$ cat src/rtl/ofs_fim_axis_pkt_gen_if.sv
// AXI-S stream interface used between the packet generator and its downstream pipeline.
// Width parameters travel with the interface so that endpoints derive their bus sizes from it.
interface pcie_ss_axis_if #(
    parameter int DATA_W = 512,
    parameter int USER_W = 10
);
    logic              tvalid;
    logic              tready;
    logic              tlast;
    logic [DATA_W-1:0] tdata;
    logic [DATA_W/8-1:0] tkeep;
    logic [USER_W-1:0] tuser_vendor;

    modport source (output tvalid, tlast, tdata, tkeep, tuser_vendor, input tready);
    modport sink   (input tvalid, tlast, tdata, tkeep, tuser_vendor, output tready);
endinterface

$ cat src/rtl/ofs_fim_axis_pkt_gen.sv
// AXI-S packet transmitter: emits num_pkts framed packets of pkt_len bytes with an
// incrementing byte pattern seeded by the packet index, honouring tready backpressure.
//
// state | meaning
// IDLE  | waiting for start; outputs quiet
// SEND  | presenting beats; advances on tvalid & tready
// DONE  | one cycle after the final tlast handshake; done pulses, busy still high
module ofs_fim_axis_pkt_gen #(
    parameter int LEN_W = 16,
    parameter int CNT_W = 16
) (
    input  logic             clk,
    input  logic             rst_n,
    input  logic             start,
    input  logic             stop,
    input  logic [LEN_W-1:0] pkt_len,
    input  logic [CNT_W-1:0] num_pkts,
    output logic             busy,
    output logic             done,
    output logic [CNT_W-1:0] pkts_sent,
    pcie_ss_axis_if.source   axis_m
);

    localparam int DATA_W   = $bits(axis_m.tdata);
    localparam int BPB      = DATA_W / 8;
    localparam int LOG2_BPB = $clog2(BPB);
    localparam int BEAT_W   = LEN_W - LOG2_BPB + 1;
    localparam logic [7:0] BPB_B = 8'(BPB);

    typedef enum logic [1:0] {IDLE, SEND, DONE} state_t;

    state_t              state_q, state_nx;
    logic [CNT_W-1:0]    num_q, num_nx;
    logic [CNT_W-1:0]    cnt_q, cnt_nx, cnt_inc;
    logic [BEAT_W-1:0]   beats_m1_q, beats_m1_nx;
    logic [BEAT_W-1:0]   beats_left_q, beats_left_nx;
    logic [BPB-1:0]      keep_last_q, keep_last_nx;
    logic                stop_q, stop_nx;
    logic                valid_q, valid_nx;
    logic                last_q, last_nx;
    logic [DATA_W-1:0]   data_q, data_nx;
    logic [BPB-1:0]      keep_q, keep_nx;
    logic                done_q, done_nx;
    logic [7:0]          base_nx;

    logic                cfg_ok;
    logic [BEAT_W-1:0]   nb_in;
    logic [LOG2_BPB-1:0] rem_in;
    logic [BPB-1:0]      keep_in;

    function automatic logic [DATA_W-1:0] fill(input logic [7:0] base);
        logic [DATA_W-1:0] d;
        d = '0;
        for (int k = 0; k < BPB; k++) d[k*8 +: 8] = base + 8'(k);
        return d;
    endfunction

    assign cfg_ok  = (pkt_len != '0) && (num_pkts != '0);
    assign rem_in  = pkt_len[LOG2_BPB-1:0];
    assign nb_in   = {1'b0, pkt_len[LEN_W-1:LOG2_BPB]} + BEAT_W'(rem_in != '0);
    assign keep_in = (rem_in == '0) ? '1 : ~({BPB{1'b1}} << rem_in);
    assign cnt_inc = cnt_q + CNT_W'(1);

    always_comb begin
        state_nx      = state_q;
        num_nx        = num_q;
        cnt_nx        = cnt_q;
        beats_m1_nx   = beats_m1_q;
        beats_left_nx = beats_left_q;
        keep_last_nx  = keep_last_q;
        stop_nx       = stop_q;
        valid_nx      = valid_q;
        last_nx       = last_q;
        data_nx       = data_q;
        keep_nx       = keep_q;
        done_nx       = 1'b0;
        base_nx       = data_q[7:0];

        unique case (state_q)
            IDLE: begin
                if (start) begin
                    cnt_nx = '0;
                    if (cfg_ok) begin
                        state_nx      = SEND;
                        num_nx        = num_pkts;
                        beats_m1_nx   = nb_in - BEAT_W'(1);
                        beats_left_nx = nb_in - BEAT_W'(1);
                        keep_last_nx  = keep_in;
                        stop_nx       = 1'b0;
                        valid_nx      = 1'b1;
                        data_nx       = fill(8'h00);
                        last_nx       = (nb_in == BEAT_W'(1));
                        keep_nx       = last_nx ? keep_in : '1;
                    end else begin
                        done_nx = 1'b1;
                    end
                end
            end
            SEND: begin
                if (stop) stop_nx = 1'b1;
                if (valid_q && axis_m.tready) begin
                    if (last_q) begin
                        cnt_nx = cnt_inc;
                        // stop is checked live too, so a stop on the final beat ends the run here
                        if ((cnt_inc == num_q) || stop_q || stop) begin
                            state_nx = DONE;
                            valid_nx = 1'b0;
                            last_nx  = 1'b0;
                            data_nx  = '0;
                            keep_nx  = '0;
                            done_nx  = 1'b1;
                        end else begin
                            base_nx       = 8'(cnt_inc);
                            beats_left_nx = beats_m1_q;
                            data_nx       = fill(base_nx);
                            last_nx       = (beats_m1_q == '0);
                            keep_nx       = last_nx ? keep_last_q : '1;
                        end
                    end else begin
                        base_nx       = data_q[7:0] + BPB_B;
                        beats_left_nx = beats_left_q - BEAT_W'(1);
                        data_nx       = fill(base_nx);
                        last_nx       = (beats_left_q == BEAT_W'(1));
                        keep_nx       = last_nx ? keep_last_q : '1;
                    end
                end
            end
            DONE: begin
                state_nx = IDLE;
                stop_nx  = 1'b0;
            end
            default: state_nx = IDLE;
        endcase
    end

    always_ff @(posedge clk or negedge rst_n) begin
        if (!rst_n) begin
            state_q      <= IDLE;
            num_q        <= '0;
            cnt_q        <= '0;
            beats_m1_q   <= '0;
            beats_left_q <= '0;
            keep_last_q  <= '0;
            stop_q       <= 1'b0;
            valid_q      <= 1'b0;
            last_q       <= 1'b0;
            data_q       <= '0;
            keep_q       <= '0;
            done_q       <= 1'b0;
        end else begin
            state_q      <= state_nx;
            num_q        <= num_nx;
            cnt_q        <= cnt_nx;
            beats_m1_q   <= beats_m1_nx;
            beats_left_q <= beats_left_nx;
            keep_last_q  <= keep_last_nx;
            stop_q       <= stop_nx;
            valid_q      <= valid_nx;
            last_q       <= last_nx;
            data_q       <= data_nx;
            keep_q       <= keep_nx;
            done_q       <= done_nx;
        end
    end

    assign axis_m.tvalid       = valid_q;
    assign axis_m.tlast        = last_q;
    assign axis_m.tdata        = data_q;
    assign axis_m.tkeep        = keep_q;
    assign axis_m.tuser_vendor = '0;

    assign busy      = (state_q != IDLE);
    assign done      = done_q;
    assign pkts_sent = cnt_q;

endmodule

$ cat src/flat_wrapper.sv
// flat-port wrapper written by rule: the top's interface ports become plain ports
module ofs_fim_axis_pkt_gen_flat 
#(
    parameter int LEN_W = 16,
    parameter int CNT_W = 16
)
  (clk, rst_n, start, stop, pkt_len, num_pkts, busy, done, pkts_sent, axis_m_tvalid, axis_m_tlast, axis_m_tdata, axis_m_tkeep, axis_m_tuser_vendor, axis_m_tready);
  pcie_ss_axis_if #(.DATA_W(512), .USER_W(10)) axis_m_i ();
  input  logic clk;
  input  logic rst_n;
  input  logic start;
  input  logic stop;
  input  logic [LEN_W-1:0] pkt_len;
  input  logic [CNT_W-1:0] num_pkts;
  output logic busy;
  output logic done;
  output logic [CNT_W-1:0] pkts_sent;
  output wire logic [$bits(axis_m_i.tvalid)-1:0] axis_m_tvalid;
  output wire logic [$bits(axis_m_i.tlast)-1:0] axis_m_tlast;
  output wire logic [$bits(axis_m_i.tdata)-1:0] axis_m_tdata;
  output wire logic [$bits(axis_m_i.tkeep)-1:0] axis_m_tkeep;
  output wire logic [$bits(axis_m_i.tuser_vendor)-1:0] axis_m_tuser_vendor;
  input wire logic [$bits(axis_m_i.tready)-1:0] axis_m_tready;
  assign axis_m_tvalid = axis_m_i.tvalid;
  assign axis_m_tlast = axis_m_i.tlast;
  assign axis_m_tdata = axis_m_i.tdata;
  assign axis_m_tkeep = axis_m_i.tkeep;
  assign axis_m_tuser_vendor = axis_m_i.tuser_vendor;
  assign axis_m_i.tready = axis_m_tready;
  ofs_fim_axis_pkt_gen #(.LEN_W(LEN_W), .CNT_W(CNT_W)) u_core (.clk(clk), .rst_n(rst_n), .start(start), .stop(stop), .pkt_len(pkt_len), .num_pkts(num_pkts), .busy(busy), .done(done), .pkts_sent(pkts_sent), .axis_m(axis_m_i));
endmodule
$ cat config.mk
export PLATFORM = sky130hd
export DESIGN_NAME = ofs_fim_axis_pkt_gen_flat
export DESIGN_NICKNAME = d
export VERILOG_FILES = /design/src/rtl/ofs_fim_axis_pkt_gen_if.sv /design/src/rtl/ofs_fim_axis_pkt_gen.sv /design/src/flat_wrapper.sv
export SDC_FILE = /design/constraint.sdc
export NUM_CORES = 1
export LEC_CHECK = 0
export CELL_PAD_IN_SITES_DETAIL_PLACEMENT = 0
export CELL_PAD_IN_SITES_GLOBAL_PLACEMENT = 1
export CORE_MARGIN = 3
export CORE_UTILIZATION = 41
export DETAILED_ROUTE_END_ITERATION = 16
export PLACE_DENSITY_LB_ADDON = 0.1
export SLEW_MARGIN = 10
export SYNTH_ARGS = -nofsm -noshare
export SYNTH_HDL_FRONTEND = slang
export SYNTH_SLANG_ARGS = --single-unit
$ cat constraint.sdc
create_clock -name clk -period 6.59 [get_ports clk]
set_input_delay 1.318 -clock clk [delete_from_list [all_inputs] [get_ports clk]]
set_output_delay 1.318 -clock clk [all_outputs]
set_load 0.02 [all_outputs]
==> results of run 1 <==
[per-layer routing]
layer | wire length (µm) | track usage (%) | share of wire (%)
met5 | 38 | 0 | 0.033
met4 | 4830 | 11.3 | 4.1
met3 | 9330 | 6.33 | 8.0
met2 | 54600 | 49.6 | 47
met1 | 48000 | 40.1 | 41
[Yosys cell counts (40+ instances only)]
master,instances
ha_1,52
clkbuf_1,187
xnor2_1,343
a31oi_1,98
buf_4,279
dfrtp_1,447
nand2_1,390
buf_2,62
nor2_1,237
nand3_1,50
inv_1,40
a21oi_1,270
o221ai_1,60
a22oi_1,108
o21ai_0,254
o31ai_1,46
[area by class of cell]
class | instances | area [µm²]
inverters | 47 | 176
multi-input cells | 2293 | 14400
clock buffers | 80 | 1590
flip-flops and latches | 447 | 11200
repair buffers | 702 | 6940
fillers | 6460 | 33400
well taps | 931 | 1160
clock inverters | 18 | 200
[power groups by stage]
stage                     Combinational, mW  Clock [mW]  Sequential [mW]
after CTS                              2.76        3.09             3.65
after floorplan                        1.23           0             3.90
final                                  2.75        3.04             3.66
after global placement                 2.71           0             3.69
after global routing                   2.97        3.20             3.71
after detailed placement               2.75           0             3.69
[cell families (layout without fill, tap and decap cells)]
group,count (synthesis),in the layout,share of synthesized area (%)
adder cells (fa/ha/maj),52,52,2.26
AND/OR/NAND/NOR,841,841,12.9
multiplexers,35,35,1.34
AO/OA/AOI/OAI,971,971,21.2
XOR/XNOR,384,384,11.8
other,1,10,0.0130
flip-flops,447,447,38.8
buffers and inverters,600,847,11.8
[worst reg2reg max path, delay by kind of cell, from the launching register on]
kind	cells	cell delay, ns
XOR/XNOR	2	0.32
buffers and inverters	1	0.24
AND/OR/NAND/NOR	4	1.64
flip-flops	1	0.63
adder cells (fa/ha/maj)	2	1.17
AO/OA/AOI/OAI	3	0.62
[flip-flops by register name (all words and copies together) (netlist names)]
| name | flops |
|---|---|
| u_core.axis_m.tdata | 259 |
| u_core.axis_m.tkeep | 64 |
| u_core.keep_last_q | 64 |
| u_core.num_q | 16 |
| u_core.pkts_sent | 16 |
| u_core.beats_left_q | 11 |
| u_core.beats_m1_q | 11 |
| u_core.state_q | 2 |
| u_core.axis_m.tlast | 1 |
| u_core.axis_m.tvalid | 1 |
| u_core.done | 1 |
| u_core.stop_q | 1 |
[worst paths after layout]
kind | end | slack, ns | cells after the start
max in group asynchronous | u_core.axis_m.tlast$_DFFE_PN0P_ | 4.46 | 2
worst min register to register | u_core.keep_last_q[0]$_DFFE_PN0P_ | 0.47 | 1
worst max register to register | u_core.axis_m.tdata[343]$_DFFE_PN0P_ | 1.92 | 12
worst min-delay path | u_core.keep_last_q[0]$_DFFE_PN0P_ | 0.47 | 1
worst max-delay path | u_core.axis_m.tkeep[53]$_DFFE_PN0P_ | 1.45 | 15
min in group asynchronous | u_core.axis_m.tdata[491]$_DFFE_PN0P_ | 0.68 | 1
==> flow_summary.json, run 1 <==
{
  "synth.yosys.seq_area_share_pct": 38.8,
  "rows": 96,
  "initial_core_util_pct": 41.7,
  "internal_power_mw": 6.22,
  "vias": 26351,
  "power_density_mw_per_mm2": 265,
  "clkSlewWorstSetupHoldPaths_ns": 0.06,
  "place_area_mm2": 0.0339,
  "coreArea_mm2": 0.0691,
  "grt_pass1_vias": 25636,
  "crit_chain": "clkdlybuf4s50_1 -> nor2_1 -> nand2_1 -> nor3_1 -> buf_4 -> inv_2 -> ha_1 -> ha_1 -> and3_1 -> a21oi_1 -> o22ai_1 -> nand4_1 -> buf_4 -> o221ai_1 -> a21oi_1",
  "fmax_ghz": 0.195,
  "dp.cells": 4420,
  "regToRegStartpoint": "u_core.pkts_sent[1]$_DFFE_PN0P_",
  "report.final.hold_viol_count": 0,
  "leakage_nw": 14.2,
  "cp_num_buf_inv": 4,
  "overflow": 0,
  "hp-class": "reg -> reg",
  "grt_setup_unrepaired": "false",
  "ys_top_cells_by_area": "dfrtp_1 (39%), xnor2_1 (10%), buf_4 (7.3%), nand2_1 (5.1%), a21oi_1 (4.7%)",
  "worst_ep_required_time_ns": 7.05,
  "cp-startpoint": "pkt_len[0]",
  "dieArea_mm2": 0.0735,
  "drt.antenna.violating_nets": 0,
  "cts.root.buffer_cell": "clkbuf_16",
  "layout_commonest_cell": "clkdlybuf4s50_1",
  "drc": 0,
  "ir_drop_mv": 0.202,
  "synth-main-ff-cell": "dfrtp_1",
  "avgRoutedWirePerCell_um": 25.9,
  "period_minus_slack_ns": 5.14,
  "worstSetupStartpointType": "input pin",
  "tns_ns": 0,
  "ys_ff_latch": 447,
  "yosysWarnings": 0,
  "postCtsSetupBuffers": 0,
  "track_usage_pct": 30.5,
  "hold_start": "u_core.keep_last_q[0]$_DFFE_PN0P_",
  "cts_max_level": 2,
  "worst_slew_pin_slew_ns": 1.32,
  "seq_power_share_pct": 38.7,
  "switching_share_pct": 34.2,
  "synth_top_area_cell": "dfrtp_1",
  "cts_resized": 0,
  "synth_area_mm2": 0.0288,
  "power_mw": 9.45,
  "ys_types": 82,
  "die_h_um": 271,
  "synth-edff-count": 0,
  "antenna_found_initial": 2,
  "combPwrFrac_pct": 29.1,
  "viasPerCell": 5.83,
  "setup_ws_ns": 1.45,
  "clkSinkCount": 447,
  "crit_fanout": 20,
  "finalNetCount": 3633,
  "fin_hold_ws_ns": 0.475,
  "slowest_stage": "clkdlybuf4s50_1",
  "cts_tree": "done",
  "outcome": "completed",
  "cts_hold_buf": 0,
  "ios": 643,
  "totalWireLength_um": 117000,
  "relSlewSlack_pct": 12.3,
  "pwr-share-clk_pct": 32.1,
  "drive_gt1_share_pct": 6.38,
  "io_buffers": 632,
  "fin_area_mm2": 0.0357,
  "grt_max_degree": 152,
  "die-width_um": 271,
  "skew_ns": 0.0262,
  "synthArstFlopShare_pct": 100,
  "crit_type": "in -> reg",
  "first_iter_violations": 2673,
  "layout.cells.non_filler": 4518,
  "grt_pass1_wl_um": 174000,
  "routabilityCongestion": 0.870,
  "max_cap_viol_count": 0,
  "pre_cts_ws_ns": 0.907,
  "yosys.area.top_type_share_pct": 38.8,
  "syn_inst": 3331,
  "slew_violations": 0,
  "p_switching_mw": 3.24,
  "crit_path_max_incr_delay_ns": 0.67,
  "clock_path_buffers": 3,
  "cp.arrival_ns": 5.60,
  "finalSetupViolCount": 0,
  "utilization_pct": 51.7,
  "numCtsBuffers": 53,
  "antennaDiodeCount": 0,
  "avgSynthCellArea_um2": 8.65,
  "final_cell_mix": "clkdlybuf4s50_1 (631), dfrtp_1 (445), nand2_1 (389), xnor2_1 (341), a21oi_1 (270)",
  "area_delta_synth_final_pct": 23.8,
  "clock_latency_ns": 0.62,
  "hpwl_um": 78700,
  "dr.pass1.iters": 6,
  "crit_family": "simple AND/OR/NAND/NOR gates",
  "cp-end-kind": "register",
  "period_share_pct": 78.0
}
Note: power is estimated with default switching activity, not from simulation.
==> inputs of run 2 (changes only) <==
Settings changed: CORE_UTILIZATION 41 to 38.
Clock period 6.59 ns to 4.9 ns, I/O delays scaled along.
==> run 2 against run 1 <==
Net effect: hold slack got worse by 0.14 ns; die area is 7.7% higher; first-iteration DRC count decreased by 11%; worst setup slack worse by 0.94 ns; sequential cell count is the same; clock skew decreased by 0.0035 ns; utilization down 3.5 points; clock-buffer cell count fell by 2; total power rose by 36%; non-clock buffer count increased by 25; critical endpoint is now u_core.axis_m.tdata[439]$_DFFE_PN0P_; highest routed layer is now met4.
==> flow_summary.json, run 2 (synthesis results as in run 1) <==
{
  "power_density_mw_per_mm2": 357,
  "fmax_ghz": 0.228,
  "crit_fanout": 18,
  "dieArea_mm2": 0.0792,
  "antenna_found_initial": 1,
  "crit_type": "reg -> reg",
  "relSlewSlack_pct": 27.0,
  "cp-end-kind": "register",
  "tns_ns": 0,
  "first_iter_violations": 2389,
  "finalSetupViolCount": 0,
  "postCtsSetupBuffers": 0,
  "multiInputGateArea_mm2": 0.0144,
  "cts_tree": "done",
  "clock_path_buffers": 3,
  "clock_latency_ns": 0.63,
  "worst_ep_required_time_ns": 5.44,
  "r2r_slack_ns": 0.51,
  "grt_max_degree": 94,
  "drt.antenna.violating_nets": 0,
  "period_minus_slack_ns": 4.39,
  "cts.root.buffer_cell": "clkbuf_16",
  "setup_ws_ns": 0.508,
  "grt_setup_unrepaired": "false",
  "dr.pass1.iters": 7,
  "skew_ns": 0.0226,
  "area_delta_synth_final_pct": 25.0,
  "largest_reg_flops": 259,
  "dp.cells": 4483,
  "report.final.hold_viol_count": 0,
  "viasPerCell": 5.73,
  "pwr-share-clk_pct": 32.9,
  "io_buffers": 632,
  "final_cell_mix": "clkdlybuf4s50_1 (631), dfrtp_1 (445), nand2_1 (389), xnor2_1 (341), a21oi_1 (270)",
  "worstSetupStartpointType": "register",
  "fin_area_mm2": 0.0360,
  "layout_commonest_cell": "clkdlybuf4s50_1",
  "fill_cells": 7087,
  "drive_gt1_share_pct": 6.98,
  "ir_drop_mv": 0.264,
  "leakage_nw": 14.4,
  "die-width_um": 281,
  "place_area_mm2": 0.0342,
  "fin_hold_ws_ns": 0.338,
  "ios": 643,
  "clkSlewWorstSetupHoldPaths_ns": 0.06,
  "finalNetCount": 3658,
  "period_share_pct": 89.6,
  "combPwrFrac_pct": 28.8,
  "grt_pass1_vias": 25395,
  "seq_power_share_pct": 38.3,
  "layout.cells.non_filler": 4580,
  "seqCellArea_mm2": 0.0112,
  "clkSinkCount": 447,
  "cts_hold_buf": 0,
  "die_h_um": 281,
  "routabilityCongestion": 0.893,
  "cp.arrival_ns": 4.93,
  "max_cap_viol_count": 0,
  "p_switching_mw": 4.35,
  "vias": 26255,
  "track_usage_pct": 28.6,
  "antennaDiodeCount": 0,
  "drc": 0,
  "hp-class": "in -> async",
  "totalWireLength_um": 117000,
  "overflow": 0,
  "hpwl_um": 81700,
  "cts_max_level": 2,
  "pre_cts_ws_ns": 0.329,
  "worst_slew_pin_slew_ns": 1.10,
  "grt_pass1_wl_um": 173000,
  "avgRoutedWirePerCell_um": 25.6,
  "rows": 100,
  "utilization_pct": 48.1,
  "initial_core_util_pct": 38.5,
  "numCtsBuffers": 53,
  "slew_violations": 0,
  "internal_power_mw": 8.51,
  "power_mw": 12.9,
  "cts_resized": 0,
  "switching_share_pct": 33.8,
  "outcome": "completed",
  "coreArea_mm2": 0.0748
}
run 2: changes by cell type in the layout (fill, tap and decap cells not counted), moves of 2 or more:
| cell | before | now |
|---|---|---|
| ha_1 | 52 | 50 |
| buf_4 | 63 | 83 |
| buf_12 | 7 | 12 |
| clkbuf_8 | 16 | 11 |
| ha_2 | 0 | 2 |
| clkbuf_1 | 11 | 14 |
| bufinv_16 | 3 | 7 |
| clkinvlp_4 | 2 | 0 |
run 2: worst paths after layout:
kind	startpoint	endpoint	cells after the start
worst min register to register	u_core.keep_last_q[0]$_DFFE_PN0P_	u_core.keep_last_q[0]$_DFFE_PN0P_	1
worst min-delay path	rst_n	u_core.axis_m.tdata[429]$_DFFE_PN0P_	1
min in group clk	u_core.keep_last_q[0]$_DFFE_PN0P_	u_core.keep_last_q[0]$_DFFE_PN0P_	1
worst max register to register	u_core.pkts_sent[0]$_DFFE_PN0P_	u_core.axis_m.tdata[439]$_DFFE_PN0P_	11
worst max-delay path	u_core.pkts_sent[0]$_DFFE_PN0P_	u_core.axis_m.tdata[439]$_DFFE_PN0P_	11
max in group asynchronous	rst_n	u_core.keep_last_q[58]$_DFFE_PN0P_	2
run 2: power by group through the flow:
stage	Clock [mW]	Combinational, mW	Sequential [mW]
after floorplan	0	1.66	5.24
after global placement	0	3.66	4.95
after detailed placement	0	3.70	4.97
after CTS	4.31	3.72	4.91
after global routing	4.46	4.01	4.98
final	4.23	3.70	4.92
run 2: layout make-up:
type / count / share of cell area, %
Clock buffer: 78 / 4.25
Clock inverter: 19 / 0.834
Inverter: 47 / 0.490
Multi-Input combinational cell: 2293 / 40.0
Sequential cell: 447 / 31.1
Tap cell: 969 / 3.37
Timing Repair Buffer: 727 / 20.0
run 2: per-layer routing:
| metal | vias up | global-route usage [%] | part of all wire [%] |
|---|---|---|---|
| li1 | 11762 | - | - |
| met1 | 13144 | 37.9 | 42 |
| met2 | 1164 | 46.9 | 47 |
| met3 | 185 | 5.77 | 8.1 |
| met4 | 0 | 9.28 | 3.2 |
| met5 | - | 0 | 0 |
run 2: critical path: stages, from the launching register on:
cell	delay [ns]
dfrtp_1	0.64
ha_1	0.38
nand3_2	0.27
nor2_1	0.46
xnor2_4	0.22
inv_1	0.18
ha_2	0.39
a21oi_1	0.62
o21ai_0	0.23
xor2_1	0.19
a222oi_1	0.48
a32o_1	0.24
